<file path="src/rtl/result_pkg.sv">
// Shared types for the result drain path: tag layout, FSM states, round-robin pick.
// Latency: n/a (types and a combinational helper only).
// Backpressure: n/a.
package result_pkg;

    localparam int RES_D_WIDTH      = 64;
    localparam int RES_PE_NUM_WIDTH = 1;
    localparam int RES_ADDR_WIDTH   = 5;
    localparam int PE_NUM           = 1 << RES_PE_NUM_WIDTH;

    // Source coordinates that travel with every drained word.
    typedef struct packed {
        logic [RES_PE_NUM_WIDTH-1:0] pe;
        logic [RES_ADDR_WIDTH-1:0]   addr;
    } result_tag_t;

    typedef enum logic {
        IDLE  = 1'b0,
        DRAIN = 1'b1
    } rc_state_t;

    // First requester at or after ptr, wrapping. Scanning downwards lets the
    // closest match to ptr overwrite any farther one.
    function automatic logic [RES_PE_NUM_WIDTH-1:0] rr_pick(
        input logic [PE_NUM-1:0]           req,
        input logic [RES_PE_NUM_WIDTH-1:0] ptr
    );
        logic [RES_PE_NUM_WIDTH-1:0] idx;
        rr_pick = ptr;
        for (int i = PE_NUM - 1; i >= 0; i--) begin
            idx = ptr + RES_PE_NUM_WIDTH'(i);
            if (req[idx]) rr_pick = idx;
        end
    endfunction

endpackage

</file>
<file path="src/rtl/result_fifo2.sv">
// Two-entry synchronous FIFO carrying an opaque payload, head exposed directly.
// Latency: a pushed entry is visible at the head the cycle after the push.
// Backpressure: caller must not push when full unless popping in the same cycle.
module result_fifo2 #(
    parameter int W = 8
) (
    input  logic         clk,
    input  logic         rst,
    input  logic         push,
    input  logic [W-1:0] push_dat,
    input  logic         pop,
    output logic [W-1:0] head_dat,
    output logic         head_vld,
    output logic [1:0]   count
);

    logic [1:0][W-1:0] mem;
    logic              wr_ptr;
    logic              rd_ptr;
    logic              do_pop;
    logic              do_push;

    assign do_pop   = pop && (count != 2'd0);
    assign do_push  = push && ((count != 2'd2) || do_pop);
    assign head_dat = mem[rd_ptr];
    assign head_vld = (count != 2'd0);

    // Storage, pointers and occupancy; push and pop may coincide at any fill level.
    always_ff @(posedge clk) begin
        if (rst) begin
            mem    <= '0;
            wr_ptr <= 1'b0;
            rd_ptr <= 1'b0;
            count  <= 2'd0;
        end else begin
            if (do_push) begin
                mem[wr_ptr] <= push_dat;
                wr_ptr      <= ~wr_ptr;
            end
            if (do_pop) rd_ptr <= ~rd_ptr;
            count <= count + {1'b0, do_push} - {1'b0, do_pop};
        end
    end

endmodule

</file>
<file path="src/rtl/result_collector.sv">
// Shared drain engine: round-robin over triggered PEs, streams each result SRAM out tagged.
// Latency: first word valid 2 cycles after the grant cycle; 1 word/cycle sustained.
// Backpressure: C_ready_in low holds the head word; reads stall on a 2-word credit.
module result_collector
    import result_pkg::*;
#(
    parameter int D_WIDTH      = RES_D_WIDTH,
    parameter int PE_NUM_WIDTH = RES_PE_NUM_WIDTH,
    parameter int ADDR_WIDTH   = RES_ADDR_WIDTH,
    localparam int NPE         = 1 << PE_NUM_WIDTH
) (
    input  logic                             clk,
    input  logic                             rst,
    input  logic [NPE-1:0]                   output_trigger_in,
    output logic [NPE-1:0]                   res_rd_en_out,
    output logic [NPE-1:0][ADDR_WIDTH-1:0]   res_rd_addr_out,
    input  logic [NPE-1:0][D_WIDTH-1:0]      res_rd_data_in,
    output logic [D_WIDTH-1:0]               C_data_out,
    output logic [PE_NUM_WIDTH-1:0]          C_pe_out,
    output logic [ADDR_WIDTH-1:0]            C_addr_out,
    output logic                             C_valid_out,
    input  logic                             C_ready_in,
    output logic                             busy_out,
    output logic                             done_out
);

    localparam int FIFO_W = D_WIDTH + $bits(result_tag_t);

    rc_state_t               state;
    logic [NPE-1:0]          pending;
    logic [PE_NUM_WIDTH-1:0] rr_ptr;
    logic [PE_NUM_WIDTH-1:0] cur_pe;
    logic [ADDR_WIDTH-1:0]   addr;
    logic                    inflight;
    result_tag_t             tag_d1;

    logic                    grant;
    logic [PE_NUM_WIDTH-1:0] grant_pe;
    logic [NPE-1:0]          grant_mask;
    logic                    credit_ok;
    logic                    issue;
    logic [PE_NUM_WIDTH-1:0] issue_pe;
    logic [ADDR_WIDTH-1:0]   issue_addr;
    logic [1:0]              fifo_count;
    logic [1:0]              occ_after;
    logic                    c_pop;
    logic [FIFO_W-1:0]       fifo_head;
    result_tag_t             head_tag;

    assign grant    = (state == IDLE) && (pending != '0);
    assign grant_pe = rr_pick(pending, rr_ptr);
    assign c_pop    = C_valid_out && C_ready_in;

    // Credit counts the slot freed by this cycle's pop so a ready sink sees 1 word/cycle.
    assign occ_after = fifo_count - {1'b0, c_pop};
    assign credit_ok = (occ_after + {1'b0, inflight}) < 2'd2;

    // The grant cycle also issues address 0, so consecutive drains leave no bubble.
    assign issue      = credit_ok && (grant || (state == DRAIN));
    assign issue_pe   = (state == IDLE) ? grant_pe : cur_pe;
    assign issue_addr = (state == IDLE) ? '0 : addr;

    // Read port fan-out: only the lane being read sees enable and a non-zero address.
    always_comb begin
        res_rd_en_out   = '0;
        res_rd_addr_out = '0;
        grant_mask      = '0;
        if (issue) begin
            res_rd_en_out[issue_pe]   = 1'b1;
            res_rd_addr_out[issue_pe] = issue_addr;
        end
        if (grant) grant_mask[grant_pe] = 1'b1;
    end

    // Trigger latch; a trigger coinciding with the grant survives the clear.
    always_ff @(posedge clk) begin
        if (rst) pending <= '0;
        else     pending <= (pending & ~grant_mask) | output_trigger_in;
    end

    // Drain FSM: pick a PE, walk its address space, hand the pointer past it on the last read.
    always_ff @(posedge clk) begin
        if (rst) begin
            state  <= IDLE;
            rr_ptr <= '0;
            cur_pe <= '0;
            addr   <= '0;
        end else begin
            case (state)
                IDLE: begin
                    if (grant) begin
                        cur_pe <= grant_pe;
                        addr   <= issue ? ADDR_WIDTH'(1) : '0;
                        state  <= DRAIN;
                    end
                end
                DRAIN: begin
                    if (issue) begin
                        addr <= addr + ADDR_WIDTH'(1);
                        if (&addr) begin
                            rr_ptr <= cur_pe + PE_NUM_WIDTH'(1);
                            state  <= IDLE;
                        end
                    end
                end
                default: state <= IDLE;
            endcase
        end
    end

    // Remember which lane and address were read so the returning word is tagged correctly.
    always_ff @(posedge clk) begin
        if (rst) begin
            inflight <= 1'b0;
            tag_d1   <= '0;
        end else begin
            inflight <= issue;
            if (issue) begin
                tag_d1.pe   <= issue_pe;
                tag_d1.addr <= issue_addr;
            end
        end
    end

    result_fifo2 #(.W(FIFO_W)) u_fifo (
        .clk      (clk),
        .rst      (rst),
        .push     (inflight),
        .push_dat ({res_rd_data_in[tag_d1.pe], tag_d1}),
        .pop      (c_pop),
        .head_dat (fifo_head),
        .head_vld (C_valid_out),
        .count    (fifo_count)
    );

    assign {C_data_out, head_tag} = fifo_head;
    assign C_pe_out   = head_tag.pe;
    assign C_addr_out = head_tag.addr;

    assign busy_out = (state == DRAIN) || (pending != '0) || (fifo_count != 2'd0) || inflight;
    assign done_out = c_pop && (fifo_count == 2'd1) && (state == IDLE) &&
                      (pending == '0) && !inflight;

endmodule

</file>
<file path="config.mk">
export PLATFORM = sky130hd
export DESIGN_NAME = result_collector
export DESIGN_NICKNAME = d
export VERILOG_FILES = /design/src/rtl/result_pkg.sv /design/src/rtl/result_fifo2.sv /design/src/rtl/result_collector.sv
export SDC_FILE = /design/constraint.sdc
export NUM_CORES = 1
export LEC_CHECK = 0
export ABC_CLOCK_PERIOD_IN_PS = 6800
export CAP_MARGIN = 20
export CORE_UTILIZATION = 40
export CTS_BUF_LIST = sky130_fd_sc_hd__clkbuf_4 sky130_fd_sc_hd__clkbuf_8
export DETAILED_ROUTE_END_ITERATION = 6
export PLACE_DENSITY_LB_ADDON = 0.2
export SLEW_MARGIN = 20
export SYNTH_ARGS = -nofsm -noshare
export SYNTH_HDL_FRONTEND = slang
export SYNTH_HIERARCHICAL = 1
export SYNTH_SLANG_ARGS = --single-unit
</file>
<file path="constraint.sdc">
create_clock -name clk -period 6.8 [get_ports clk]
set_input_delay 0.68 -clock clk [delete_from_list [all_inputs] [get_ports clk]]
set_output_delay 0.68 -clock clk [all_outputs]
set_load 0.03 [all_outputs]
</file>
# Word-level counts from Yosys, hierarchy flattened
# Index checks and enable logic that the tools add are counted.
[totals]
out_inout_bits = 85
inputBits = 133
elab_cells = 99
regBits = 161
[op_classes]
n_addsub = 7
bitwise_logic = 7
eq_ne = 4
order_cmp = 11
reduce_logical = 25
n_mux = 32
[ops]
columns = ["cell", "count"]
rows = [
  ["$mux 70", 3],
  ["$bwmux 140", 1],
  ["$mux 64", 2],
  ["$demux 70 s1", 1],
  ["$mux 5", 4],
  ["$lt 1x2->1 const B", 7],
  ["$mux 1", 13],
  ["$logic_and 1x1->1", 12],
  ["$and 10x10->10", 1],
  ["$mux 10", 1],
  ["$pmux 5 s2", 1],
  ["$reduce_and 7->1", 1],
  ["$add 5x1->5 const B", 1],
  ["$demux 5 s1", 1],
  ["$logic_or 1x1->1", 5],
  ["$reduce_and 5->1", 1],
  ["$add 2x1->2", 2],
  ["$mux 2", 2],
  ["$ne 2x2->1 const B", 2],
  ["$reduce_and 2->1", 2],
  ["$reduce_bool 2->1", 2],
  ["$sub 2x1->2", 2],
  ["$ge 1x1->1 const B", 3],
  ["$not 1->1", 3],
  ["other kinds (11)", 13],
]

# Depth between registers and ports, before layout
[logic_depth]
depth_word = 13
ltp_mapped = 10
ltp_nobuf = 10

# Hierarchy
# The synthesis kept the hierarchy.
[by_module_without_submodules]
columns = ["mod", "seq_area_each_um2", "instances", "area_each_um2", "cells_per_inst"]
rows = [
  ["result_fifo2", 2882.8, 1, 6806.5, 717],
  ["result_collector", 340.3, 1, 1674.1, 188],
]

# Least setup slack after synthesis
# OpenSTA, ideal clock, no wires.
[synth_timing]
path_type = "register to output"
start = "register u_fifo.count[1]"
end = "output port res_rd_en_out[0]"
path_stages_with_launch = 7
path_buffers = 0
required_ns = 6.120
setup_slack_ns = 3.274
arrival_ns = 2.846
path_cell_list = "dfxtp_1 -> or2_2 -> and2_1 -> ha_1 -> and2b_1 -> xnor2_2 -> a2111oi_1"
[synth_via]
elab_chain_cells = 7
[synth_rtl]
columns = ["element", "line", "rtl"]
rows = [
  ["start: declaration", "result_fifo2.sv:14", "output logic [1:0] count"],
  ["start signal: assignment", "result_fifo2.sv:41", "count <= count + {1'b0, do_push} - {1'b0, do_pop};"],
  ["$reduce_bool 2->1", "result_fifo2.sv:26", "assign head_vld = (count != 2'd0);"],
  ["net C_valid_out", "result_collector.sv:21", "output logic C_valid_out,"],
  ["$logic_and 1x1->1", "result_collector.sv:52", "assign c_pop = C_valid_out && C_ready_in;"],
  ["net c_pop", "result_collector.sv:46", "logic c_pop;"],
  ["$sub 2x1->2", "result_collector.sv:55", "assign occ_after = fifo_count - {1'b0, c_pop};"],
  ["$add 2x1->2", "result_collector.sv:56", "assign credit_ok = (occ_after + {1'b0, inflight}) < 2'd2;"],
  ["$lt 2x2->1", "result_collector.sv:56", ""],
  ["$logic_and 1x1->1", "result_collector.sv:59", "assign issue = credit_ok && (grant || (state == DRAIN));"],
  ["$mux 2", "result_collector.sv:68", "if (issue) begin"],
  ["end: declaration", "result_collector.sv:15", "output logic [NPE-1:0] res_rd_en_out,"],
]
# The timed path passes the listed nets, and every way through them passes these cells.

==> key figures <==
Synthesis
  • Post-synth EDFFs: 0
  • Register area share after synthesis: 38.0%
  • Synth Flop Type: dfxtp_1
  • #FFs+latches synth: approximately 160
  • Synth async-reset ratio: 0%
  • Synthesis Warnings: 6
  • Cell Area, Synth: between 0.008 and 0.009 mm2
  • Synthesized area per cell: 9.37 um2
  • Unique masters post-synth: 44
  • Cells after Synth: 905
  • Syn Nets: 1043

STA
  • Final Hold Vio Count: 0
  • Worst Max-Slew Pin Slew: 0.991 ns
  • Tcrit/Tclk final: between 60% and 70%
  • Hold slack final: between 0.4 and 0.5 ns
  • Relative slew margins: 33.9%
  • Setup Total Neg Slack: 0 ns
  • RSZ-0062 raised after global routing: false
  • Clock Skew: 0.0100 ns
  • Fmax achieved: roughly 220 MHz
  • Fin crit period: about 4.6 ns
  • Endpoints failing setup: 0
  • Max-slew violations: 0

Final layout
  • Layout Nets: 1212
  • Layout cell share with drive strength beyond 1: 17.1%
  • Final Instance Area: 0.0112 mm2
  • P&R area growth vs syn: 32.0%
  • Commonest non-fill, non-tap cells in the layout: clkdlybuf4s50_1, dfxtp_1, nand2b_1
  • Commonest non-fill, non-tap cell in the layout: clkdlybuf4s50_1
  • # diodes: 0
  • Fin cells: 1356

Die
  • Core area: 0.0205 mm2
  • I/O pin count: 218
  • Die ar.: 0.0218 mm2
  • Initial Util: roughly two fifths
  • Site row count: 52
  • Die width: roughly 150 um
  • Die H: 148 um

Placement
  • Area post-placement: 0.0107 mm2
  • Dpl cells: between 1000 and 1500
  • GPL Wtd Cong: 0.776
  • Final HPWL DP: 12600 um
  • Port buffer count: 217

Clocking
  • Worst-path clk slew: 0.08 ns
  • Total CTS buffers: 17
  • Clk_lat worst skew: approximately 0.44 ns
  • CTS sink count: 161
  • Hold bufs inserted after CTS: 0
  • TritonCTS clock tree: done
  • H-tree lvl count: 4
  • Clock Tree Root: clkbuf_8
  • # resized after CTS: 0
  • Setup bufs post-CTS: 0
  • Clk buf depth: 2

Setup path
  • Crit-path slowest cell: xor2_1
  • Worst-path maximum fanout: 14
  • Worst path required time: just over 6 ns
  • CP Capture Type: primary output
  • Worst endpoint data arrival time: between 3 and 4 ns
  • Worst path max stage delay: 0.77 ns
  • CP Class: flop to primary output
  • Critical path startpoint category: flop
  • Worst-path cell chain: or2_2 > and2_1 > ha_1 > and2b_1 > xor2_1 > nand3_1 > nor2b_1 > clkdlybuf4s50_1

Global routing
  • Number of global-route vias before repair: between 6000 and 7000
  • First-pass GRT wire length: 34100 um
  • Remaining global-route overflow: 0
  • Initial antenna violation count: 0
  • All-layer global routing usage: slightly below 20%
  • Pin count of the biggest net entering global routing: 107

Status
  • Outcome: completed

Route
  • Via density per instance: 5.05
  • Detail Route Antenna Nets: 0
  • Final wirelength: 20700 um
  • WL/cell: 15.2 um
  • DR vias: 6849
  • DRC viols: 0
  • 1st-pass router iterations: 5
  • Initial drt markers: 249

Worst hold path
  • Hold Crit Class: flop to flop

Run
  • Max_cap viols: 0

Power and ir drop
  • PwrDens: 308 mW/mm2
  • Leak: 4.29 nW
  • Worst vdd ir: 0.365 mV
metrics by stage:
stage	total power, mW	utilization (%)	setup WS (ns)
2_1_floorplan	2.21	-	3.27
3_3_place_gp	2.70	52.4	2.31
3_5_place_dp	2.71	52.4	2.29
4_1_cts	3.49	54.5	2.18
5_1_grt	3.64	54.6	2.02
6_report	3.44	54.6	2.21
final timing paths:
check / start / end / slack (ns) / cells past startpoint
hold reg to reg: u_fifo/mem[118] / u_fifo/mem[118] / 0.47 / 2
setup / recovery: u_fifo/count[1] / res_rd_addr_out[0] / 2.21 / 8
setup reg to reg: u_fifo/count[1] / rr_ptr / 3.77 / 7
hold / removal: u_fifo/mem[118] / u_fifo/mem[118] / 0.47 / 2
per-layer routing:
layer	vias up	routed length [um]	GRT usage (%)	share of wire [%]
li1	3442	-	-	-
met1	3261	9530	23.8	46
met2	131	9950	33.4	48
met3	15	943	4.32	4.6
met4	0	232	5.31	1.1
met5	-	0	0	0
final cells by class:
cell class,count,area [um2]
clock buffers,21,270
repair buffers,226,2250
flip-flops and latches,161,3230
clock inverters,10,159
multi-input cells,657,4910
inverters,11,41.3
fillers,1900,9300
well taps,270,338
critical path: cells and delay by family (launching register included):
family | cells | cell delay (ns)
flops | 1 | 0.40
fa+ha+maj | 1 | 0.28
simple gates | 5 | 1.33
xor+xnor | 1 | 0.77
buf+inv | 1 | 0.68
state kept, by name, summed over array words and instances (netlist names):
| name | flops |
|---|---|
| tag_d1 | 6 |
| u_fifo/wr_ptr | 1 |
| inflight | 1 |
| state | 1 |
| pending | 2 |
| u_fifo/mem | 140 |
| rr_ptr | 1 |
| u_fifo/rd_ptr | 1 |
| addr | 5 |
| cur_pe | 1 |
| u_fifo/count | 2 |
Yosys cell counts (6+ instances only):
cell type	count	area share, %
nor2_1	10	0.44
a21oi_1	15	0.89
dfxtp_1	161	38
clkbuf_1	53	2.3
o21ai_1	25	1.5
buf_2	8	0.47
nor2b_1	72	5.3
inv_1	10	0.44
clkbuf_2	6	0.35
nand2b_1	142	10
o21ai_0	124	7.3
nand2_1	7	0.31
nand3_1	10	0.59
mux2i_1	70	8.3
mux2_2	134	18
report_power, final:
group | switching [mW] | internal (mW) | total [mW]
sequential | 0.0883 | 1.10 | 1.19
clock | 0.348 | 0.420 | 0.768
combinational | 0.826 | 0.664 | 1.49
cells by family (layout without fill, tap and decap cells):
| family | count (synthesis) | after routing | share of synthesized area [%] |
|---|---|---|---|
| simple gates | 265 | 265 | 19.0 |
| mux | 204 | 204 | 26.1 |
| compound gates | 178 | 178 | 11.1 |
| flops | 161 | 161 | 38.0 |
| buf+inv | 87 | 268 | 4.46 |
| fa+ha+maj | 5 | 5 | 0.738 |
| xor+xnor | 5 | 5 | 0.693 |
(Power assumes the default switching activity.)
